$ cat src/rtl/mem_port_arbiter.sv
// Single-ported SPRAM shared between instruction fetch and data ports.
// Data wins by default; a saturating streak counter forces a fetch grant so fetch cannot starve.
module mem_port_arbiter #(
  parameter int MEM_AW     = 14,
  parameter int STREAK_MAX = 4
) (
  input  logic              clk,
  input  logic              resetb,
  input  logic              i_req,
  input  logic [31:0]       i_addr,
  output logic              i_gnt,
  output logic              i_rvalid,
  output logic [31:0]       i_rdata,
  input  logic              d_req,
  input  logic              d_we,
  input  logic [31:0]       d_addr,
  input  logic [31:0]       d_wdata,
  input  logic [3:0]        d_be,
  output logic              d_gnt,
  output logic              d_rvalid,
  output logic [31:0]       d_rdata,
  output logic              d_err,
  output logic              core_stall,
  output logic              mem_en,
  output logic              mem_we,
  output logic [3:0]        mem_be,
  output logic [MEM_AW-1:0] mem_addr,
  output logic [31:0]       mem_wdata,
  input  logic [31:0]       mem_rdata
);

  localparam logic [1:0] LAST_NONE   = 2'd0;
  localparam logic [1:0] LAST_IFETCH = 2'd1;
  localparam logic [1:0] LAST_DREAD  = 2'd2;
  localparam logic [1:0] LAST_DERR   = 2'd3;
  localparam logic [3:0] STREAK_LIMIT = 4'(STREAK_MAX);

  logic [3:0]  streak_q, streak_d;
  logic [1:0]  last_q, last_d;
  logic [31:0] i_rdata_q, d_rdata_q;
  logic        fetchWins;
  logic        dataInRange;
  logic        dataAccess;
  logic        unusedAddrBits;

  // Fetch ignores the upper address bits; byte-offset bits never reach the word-wide RAM.
  assign unusedAddrBits = ^{i_addr[31:MEM_AW+2], i_addr[1:0], d_addr[1:0]};

  always_comb begin
    dataInRange = (d_addr[31:MEM_AW+2] == '0);
    fetchWins   = i_req & (~d_req | (streak_q == STREAK_LIMIT));
    i_gnt       = resetb & fetchWins;
    d_gnt       = resetb & d_req & ~fetchWins;
    dataAccess  = d_gnt & dataInRange;
    core_stall  = (i_req & ~i_gnt) | (d_req & ~d_gnt);
    mem_en      = i_gnt | dataAccess;
    mem_we      = dataAccess & d_we;
    mem_be      = mem_we ? d_be : (mem_en ? 4'hF : 4'h0);
    mem_addr    = '0;
    mem_wdata   = '0;
    if (d_gnt) begin
      mem_addr  = d_addr[MEM_AW+1:2];
      mem_wdata = d_wdata;
    end else if (i_gnt) begin
      mem_addr  = i_addr[MEM_AW+1:2];
    end
  end

  always_comb begin
    streak_d = streak_q;
    if (i_gnt | ~i_req) begin
      streak_d = '0;
    end else if (d_gnt && (streak_q != STREAK_LIMIT)) begin
      streak_d = streak_q + 4'd1;
    end

    last_d = LAST_NONE;
    if (i_gnt) begin
      last_d = LAST_IFETCH;
    end else if (d_gnt & ~dataInRange) begin
      last_d = LAST_DERR;
    end else if (d_gnt & ~d_we) begin
      last_d = LAST_DREAD;
    end
  end

  // Read data bypasses straight from the RAM in the return cycle, then is held afterwards.
  always_comb begin
    i_rvalid = (last_q == LAST_IFETCH);
    d_rvalid = (last_q == LAST_DREAD);
    d_err    = (last_q == LAST_DERR);
    i_rdata  = i_rvalid ? mem_rdata : i_rdata_q;
    d_rdata  = d_rvalid ? mem_rdata : d_rdata_q;
  end

  always_ff @(posedge clk or negedge resetb) begin
    if (!resetb) begin
      streak_q  <= '0;
      last_q    <= LAST_NONE;
      i_rdata_q <= '0;
      d_rdata_q <= '0;
    end else begin
      streak_q  <= streak_d;
      last_q    <= last_d;
      i_rdata_q <= i_rdata;
      d_rdata_q <= d_rdata;
    end
  end

endmodule

$ cat config.mk
export PLATFORM = sky130hd
export DESIGN_NAME = mem_port_arbiter
export DESIGN_NICKNAME = d
export VERILOG_FILES = /design/src/rtl/mem_port_arbiter.sv
export SDC_FILE = /design/constraint.sdc
export NUM_CORES = 1
export LEC_CHECK = 0
export ABC_AREA = 1
export CORE_MARGIN = 2
export CORE_UTILIZATION = 36
export CTS_CLUSTER_DIAMETER = 150
export DETAILED_ROUTE_END_ITERATION = 7
export PLACE_DENSITY = 0.86
export SYNTH_ARGS = -nofsm -noshare
export SYNTH_HDL_FRONTEND = slang
export SYNTH_SLANG_ARGS = --single-unit
$ cat constraint.sdc
create_clock -name clk -period 3.19 [get_ports clk]
set_input_delay 0.638 -clock clk [delete_from_list [all_inputs] [get_ports clk]]
set_output_delay 0.638 -clock clk [all_outputs]
set_load 0.05 [all_outputs]
Yosys cells after proc, flatten, opt, wreduce, memory -nomap -nowiden
Index checks and enable logic that the tools add are counted.
{"block": "classes", "n_addsub": 1, "n_eq_ne": 5, "muxes": 12, "bitwise": 21, "reduce_logical": 3}
{"operator": "$mux W32", "count": 3}
{"operator": "$mux W14", "count": 2}
{"operator": "$logic_not A16 Y1", "count": 1}
{"operator": "$mux W4", "count": 4}
{"operator": "$and A1 B1 Y1", "count": 10}
{"operator": "$not A1 Y1", "count": 7}
{"operator": "$mux W2", "count": 3}
{"operator": "$add A4 B1 Y4 const B", "count": 1}
{"operator": "$eq A2 B2 Y1 const B", "count": 2}
{"operator": "$eq A4 B3 Y1 const B", "count": 1}
{"operator": "$ne A4 B3 Y1 const B", "count": 1}
{"operator": "$or A1 B1 Y1", "count": 4}
{"operator": "$eq A2 B1 Y1 const B", "count": 1}
{"operator": "$reduce_bool A2 Y1", "count": 1}
{"operator": "$logic_and A1 B1 Y1", "count": 1}
{"block": "totals", "reg_bits": 70, "inputBits": 137, "out_inout_bits": 122, "elab_cells": 46}

Longest topological paths before layout
Gate-level depths: netlist of the first run.
{"block": "logic_depth", "depth_word": 9, "depth_mapped": 9, "ltp_nobuf": 9}

Worst setup path before layout of the first run
Ideal clock, no wire load.
{"block": "synth_path", "kind": "register -> output", "start": "reg last_q[0]", "end": "out d_rdata[0]", "arrival_ps": 2630, "required_time_ps": 2552, "path_slack_ps": -78, "stages_incl_launch_ff": 5, "path_buffers": 1, "cell_sequence": "dfrtp_1 nor2_1 inv_2 buf_2 o21ai_0"}
{"block": "synth_via", "elab_chain_cells": 2}
{"item": "from (decl)", "line": "39", "rtl": "logic [1:0] last_q, last_d;"}
{"item": "from (signal assigned)", "line": "104", "rtl": "last_q <= last_d;"}
{"item": "$eq A2 B2 Y1", "line": "90", "rtl": "d_rvalid = (last_q == LAST_DREAD);"}
{"item": "net d_rvalid", "line": "20", "rtl": "output logic d_rvalid,"}
{"item": "$mux W32", "line": "93", "rtl": "d_rdata = d_rvalid ? mem_rdata : d_rdata_q;"}
{"item": "to (decl)", "line": "21", "rtl": "output logic [31:0] d_rdata,"}
The timed path passes the listed nets, and every way through them passes these cells.

Worst setup path in the final report of the first run
{"block": "layout_path", "start": "reg last_q[0]", "end": "out d_rdata[23]"}
{"block": "layout_via", "elab_chain_cells": 2}
{"item": "$eq A2 B2 Y1", "line": "90"}
{"item": "$mux W32", "line": "93"}
No other way between the ends.

==> impl_metrics.yaml, run 1 <==
critical_path:
  crit_arrival_ps: 2400
  r2r-start: "last_q[0]"
  reg2regPathDepth: 4
  crit_chain: "nor2_1, inv_2, o21ai_0, clkdlybuf4s50_1"
  cp-end-kind: "output pin"
  crit_family: "buffers and inverters"
  slowest_stage: "clkdlybuf4s50_1"
  critical_path_buf_inv_count: 2
  regToRegSetupSlack_ps: 1480
  cp-start-kind: "register"
  reg2reg_to: "d_rdata_q[7]"
  cpPeakStageDelay_ps: 880
  critPathMaxFanout: 26
  worst-setup-path-type: "reg -> out"
  worstPathRequired_ps: 2550
power:
  p_comb_share_pct: 45.4
  p_per_area_nw_per_um2: 542
  sw_frac_of_total_pct: 41.4
  p_leak_nw: 3.23
  p_clk_share_pct: 22.8
  ir_worst_vdd_mv: 0.256
  fin_total_pwr_mw: 3.45
  internal-power_mw: 2.02
  p_seq_share_pct: 31.8
  p_sw_mw: 1.43
min_path:
  min_from: "d_rdata_q[14]"
  whs_path_depth: 2
  hold_path_end: "d_rdata_q[14]"
  min_path_type: "reg -> reg"
synth:
  synthesis.nets: 572
  synth-seq-cells: 70
  netlist_area_um2: 3310
  synthCells: 433
  yosysWarnings: 0
  syn_area_per_cell_um2: 7.65
  yosysUniqueCellTypes: 17
  ys_seq_area_share_pct: 52.9
finish:
  final_layout_size_suffix_gt1_share_pct: 21.7
  final_cells: 783
  nets: 806
  num_antenna_cells: 0
  area_growth_pct: 91.9
floorplanning:
  die_h_um: 99.9
  initial_utilization_pct: 36.5
  die_x_um: 99.9
  io_pins: 259
  num_rows: 35
  dieArea_um2: 9990
  coreArea_um2: 9060
clock_tree:
  cts_resized: 0
  clkSinkCount: 70
  cts_hold_buf: 0
  clk_path_buf_depth: 2
  numCtsBuffers: 9
  cts_setup_buffers: 0
  cts.clk_slew.worst_paths_ps: 80
  cts_max_level: 3
  cts_root_buffer: "clkbuf_8"
  clk-insertion-delay-late_ps: 340
  cts_tree: "done"
sta:
  maxSlewHeadroom_pct: 42.4
  period_share_pct: 95.4
  rsz0062_at_grt: "false"
  fin_setup_tns_ps: 0
  max_freq_ghz: 0.329
  setup_slack_ps: 148
  final-setup-viol-count: 0
  period_minus_slack_ps: 3040
  maxSlewViolCount: 0
  tightest_slew_ps: 864
  holdWs_ps: 509
  hold_violations: 0
  finalClockSkew_ps: 12.9
routing:
  wl_per_cell_um: 14.3
  first_pass_iters: 4
  ant_nets: 0
  viasPerCell: 4.53
  vias: 3545
  drcViolationCount: 0
  drtIter0Drc: 108
  routed_wl_mm: 11.2
place:
  dp_hpwl_mm: 9.19
  gp_congestion: 0.784
  io_buffers: 238
  dpl_worst_slack_ps: 147
  dpl.cell_count: 767
grt:
  grt_max_degree: 72
  grtUsageTotal_pct: 22.3
  grt_pass1_vias: 3749
  grt_pass1_wl_mm: 17.4
  grt.overflow.total: 0
  antenna_found_initial: 0
run:
  drv.max_cap_violation_count: 0
run_status:
  outcome: "finished, final reports clean"
## worst max-delay path by stage
stage,startpoint,end,depth (start not counted)
3_5_place_dp,d_req,mem_wdata[4],6
5_1_grt,last_q[0],d_rdata[26],4
3_3_place_gp,d_req,mem_wdata[10],6
6_report,last_q[0],d_rdata[23],4
4_1_cts,last_q[0],d_rdata[23],4
2_1_floorplan,last_q[0],d_rdata[0],4
## Yosys cell counts, drive strengths merged
master  number  share of area (%)
buf         13                2.8
ha           2               0.76
nand3       10                1.7
dfrtp       70                 53
clkbuf       6               0.68
inv         81                9.2
nor3         2               0.30
nor2        49                6.0
a21oi        1               0.49
o21ai       66                 10
nand2      133                 15
## state kept, by name, indices dropped and copies added, names as in the netlist
| register | cells |
|---|---|
| d_rdata_q | 32 |
| streak_q | 4 |
| last_q | 2 |
| i_rdata_q | 32 |
## cells by family after synthesis
group	Yosys count	synth area share [%]
AOI/OAI and AO/OA	67	10.5
buffers and inverters	100	12.7
and+or+nand+nor	194	23.3
adders and majority gates	2	0.755
DFF	70	52.9
## final cells by class
type | count | area (um2)
Fill cell | 688 | 2710
Sequential cell | 70 | 1750
Tap cell | 111 | 139
Inverter | 81 | 304
Multi-Input combinational cell | 263 | 1140
Clock buffer | 10 | 128
Clock inverter | 6 | 93.8
Timing Repair Buffer | 242 | 2800
## placed cells by master (no fill, tap or decap)
cell type          n
buf_4             64
ha_1               2
clkbuf_1           1
nand3_1            9
inv_1             77
clkinvlp_4         1
nor2_1            47
inv_2              4
clkinv_4           2
nand2_2            4
nand3_2            1
inv_6              1
nor3_1             2
nor2_4             2
nand2_1          129
clkdlybuf4s50_1  123
clkbuf_8           9
o21ai_0           66
bufinv_16          2
buf_12            54
dfrtp_1           70
a21oi_4            1
buf_2              1
## stage by stage
stage | cell area, um2 | util [%]
2_1_floorplan | 3310 | -
3_3_place_gp | 6140 | 67.7
3_5_place_dp | 6140 | 67.7
4_1_cts | 6360 | 70.1
5_1_grt | 6360 | 70.1
6_report | 6360 | 70.1
## power groups by stage
stage,registers [mW],logic [mW],clock network (mW)
final,1.09,1.56,0.786
after global routing,1.11,1.65,0.848
after CTS,1.10,1.57,0.803
after detailed placement,1.11,1.57,0
after global placement,1.10,1.54,0
after floorplan,1.10,0.940,0
## routing by layer
layer,GRT usage (%),wire length [um]
met5,0,0
met4,9.80,367
met3,6.27,792
met2,41.8,6040
met1,23.2,3990
## worst reg2reg max path, delay by kind of cell, from the launching register on
family	cells	cell delay, ps
AO/OA/AOI/OAI	1	370
buffers and inverters	2	550
flip-flops	1	400
AND/OR/NAND/NOR	1	260
Note: power is estimated with default switching activity, not from simulation.
==> run 2: changes to the inputs <==
Settings changed: ABC_AREA 1 to not set, CORE_AREA set to 2 2 101 103, CORE_MARGIN 2 to not set, CORE_UTILIZATION 36 to not set, DIE_AREA set to 0 0 103 105, PLACE_DENSITY 0.86 to 0.81.
==> impl_metrics.yaml, run 2 <==
grt:
  grtUsageTotal_pct: 21.0
  grt_max_degree: 51
  grt.overflow.total: 0
  grt_pass1_wl_mm: 17.0
  antenna_found_initial: 1
  grt_pass1_vias: 3106
sta:
  final-setup-viol-count: 0
  max_freq_ghz: 0.338
  tightest_slew_ps: 537
  finalClockSkew_ps: 11.3
  maxSlewHeadroom_pct: 64.1
  period_share_pct: 92.8
  holdWs_ps: 115
  hold_violations: 0
  rsz0062_at_grt: "false"
  period_minus_slack_ps: 2960
  fin_setup_tns_ps: 0
  maxSlewViolCount: 0
synth:
  synth-seq-cells: 70
  synth_edf_count: 0
  netlist_area_um2: 3200
  synth_top_cell_area_share_pct: 54.7
  yosys-top-cells-count: "70 x dfrtp_1, 64 x mux2_2, 34 x and2_1, 14 x a22o_1, 10 x buf_2"
  yosysTopAreaCell: "dfrtp_1"
  synthesis.nets: 379
  yosysUniqueCellTypes: 33
  synthCells: 240
  syn_area_per_cell_um2: 13.4
  yosys-top-cells-area: "dfrtp_1 55%, mux2_2 22%, and2_1 6.6%, a22o_1 3.8%, buf_2 1.6%"
  ys_seq_area_share_pct: 54.7
  yosysMostFrequentCell: "dfrtp_1"
  async_reset_ff_share_pct: 100
  yosysWarnings: 0
  synth_flop_cell: "dfrtp_1"
critical_path:
  critical_path_buf_inv_count: 3
  crit_family: "buffers and inverters"
  crit_start: "d_req"
  worstPathRequired_ps: 2550
  cpPeakStageDelay_ps: 640
  r2r-start: "streak_q[0]"
  worst-setup-path-type: "in -> out"
  critPathMaxFanout: 50
  crit_arrival_ps: 2320
  cp-start-kind: "primary input"
  crit_chain: "clkdlybuf4s50_1, nand2_2, a21oi_4, buf_12, nand3_4, o21a_1, buf_4"
  cp-end-kind: "output pin"
  regToRegSetupSlack_ps: 1550
  slowest_stage: "clkdlybuf4s50_1"
routing:
  first_pass_iters: 4
  vias: 2828
  routed_wl_mm: 11.2
  drtIter0Drc: 93
  ant_nets: 0
  drcViolationCount: 0
  wl_per_cell_um: 18.1
  viasPerCell: 4.56
finish:
  utilization_pct: 67.5
  fillers: 741
  area_growth_pct: 103
  final_layout_size_suffix_gt1_share_pct: 31.8
  num_antenna_cells: 0
  mostFrequentLayoutCells: "178 x clkdlybuf4s50_1, 70 x dfrtp_1, 64 x mux2_2"
  reg_top3: "d_rdata_q (32), i_rdata_q (32), streak_q (4)"
  nets: 621
  layout_commonest_cell: "clkdlybuf4s50_1"
power:
  ir_worst_vdd_mv: 0.357
  internal-power_mw: 2.24
  p_leak_nw: 2.69
  p_comb_share_pct: 45.2
  p_seq_share_pct: 30.1
  p_per_area_nw_per_um2: 553
  p_sw_mw: 1.35
  sw_frac_of_total_pct: 37.7
  p_clk_share_pct: 24.7
floorplanning:
  die_h_um: 105
  io_pins: 259
  die_x_um: 103
  initial_utilization_pct: 33.2
  num_rows: 36
  dieArea_um2: 10800
  coreArea_um2: 9640
clock_tree:
  cts_setup_buffers: 0
  clk_path_buf_depth: 2
  cts.clk_slew.worst_paths_ps: 70
  cts_max_level: 3
  clkSinkCount: 70
  cts_root_buffer: "clkbuf_8"
  cts_tree: "done"
  cts_hold_buf: 0
  cts_resized: 0
  clk-insertion-delay-late_ps: 340
  numCtsBuffers: 9
place:
  dp_hpwl_mm: 9.05
  gp_congestion: 0.731
  io_buffers: 238
run_status:
  outcome: "finished, final reports clean"
run:
  drv.max_cap_violation_count: 0
min_path:
  min_path_type: "in -> async"
==> run 2: cell types whose count changed after synthesis, sizes merged, moves of 4 or more <==
cell	delta
and2	+34
mux2	+64
nor4	+4
o21ai	-65
inv	-76
nand2	-131
clkbuf	-4
a22o	+14
nor2	-45
nand3	-7
o21a	+5
==> run 2: cell families (layout without fill, tap and decap cells) <==
| group | Yosys count | count (layout) | share of synthesized area [%] |
|---|---|---|---|
| flip-flops | 70 | 70 | 54.7 |
| multiplexers | 64 | 64 | 22.5 |
| AND/OR/NAND/NOR | 56 | 56 | 11.1 |
| AO/OA/AOI/OAI | 26 | 26 | 7.11 |
| buffers and inverters | 19 | 266 | 3.05 |
| adder cells (fa/ha/maj) | 3 | 3 | 1.09 |
| XOR/XNOR | 2 | 2 | 0.547 |
==> run 2: per-stage QoR <==
stage               total power, mW  setup WS, ps  instances  instance area [um2]
finish                         3.59           231        620                 6500
global route                   3.74           134        620                 6500
CTS                            3.64           222        620                 6500
detailed placement             2.73           231        604                 6250
global placement               2.70           269        604                 6250
floorplan                      2.05           524        240                 3200
==> run 2: cell type report <==
cell class	instances	area, um2	share of cell area, %
timing repair buffer	245	2950	45.3
multi-input combinational	151	1370	21.0
clock inverter	6	116	1.79
clock buffer	10	138	2.12
inverter	5	18.8	0.289
sequential	70	1750	26.9
tap	133	166	2.56
==> run 2: metal layers <==
metal  GRT usage, %  up-vias  share of wire (%)
li1               -     1322                  -
met1           20.6     1363                 33
met2           39.9      128                 57
met3           6.69       15                8.1
met4           7.61        0                2.5
met5              0        -                  0
==> run 2: worst paths after layout <==
check                                end  depth (start not counted)
setup reg to reg               last_q[1]                          6
setup / recovery               mem_be[2]                          7
min in group clk           i_rdata_q[16]                          1
hold reg to reg            i_rdata_q[16]                          1
max in group asynchronous  d_rdata_q[15]                          2
hold / removal             d_rdata_q[31]                          1
==> run 2: worst reg2reg max path, delay by kind of cell, from the launching register on <==
kind	cells	cell delay [ps]
flip-flops	1	400
AO/OA/AOI/OAI	2	400
buffers and inverters	2	290
AND/OR/NAND/NOR	1	260
adder cells (fa/ha/maj)	1	220
==> run 2: power by group through the flow <==
stage | clock network, mW | registers, mW | logic (mW)
2_1_floorplan | 0 | 1.08 | 0.970
3_3_place_gp | 0 | 1.09 | 1.61
5_1_grt | 0.952 | 1.10 | 1.69
6_report | 0.887 | 1.08 | 1.62
3_5_place_dp | 0 | 1.10 | 1.63
4_1_cts | 0.914 | 1.08 | 1.64
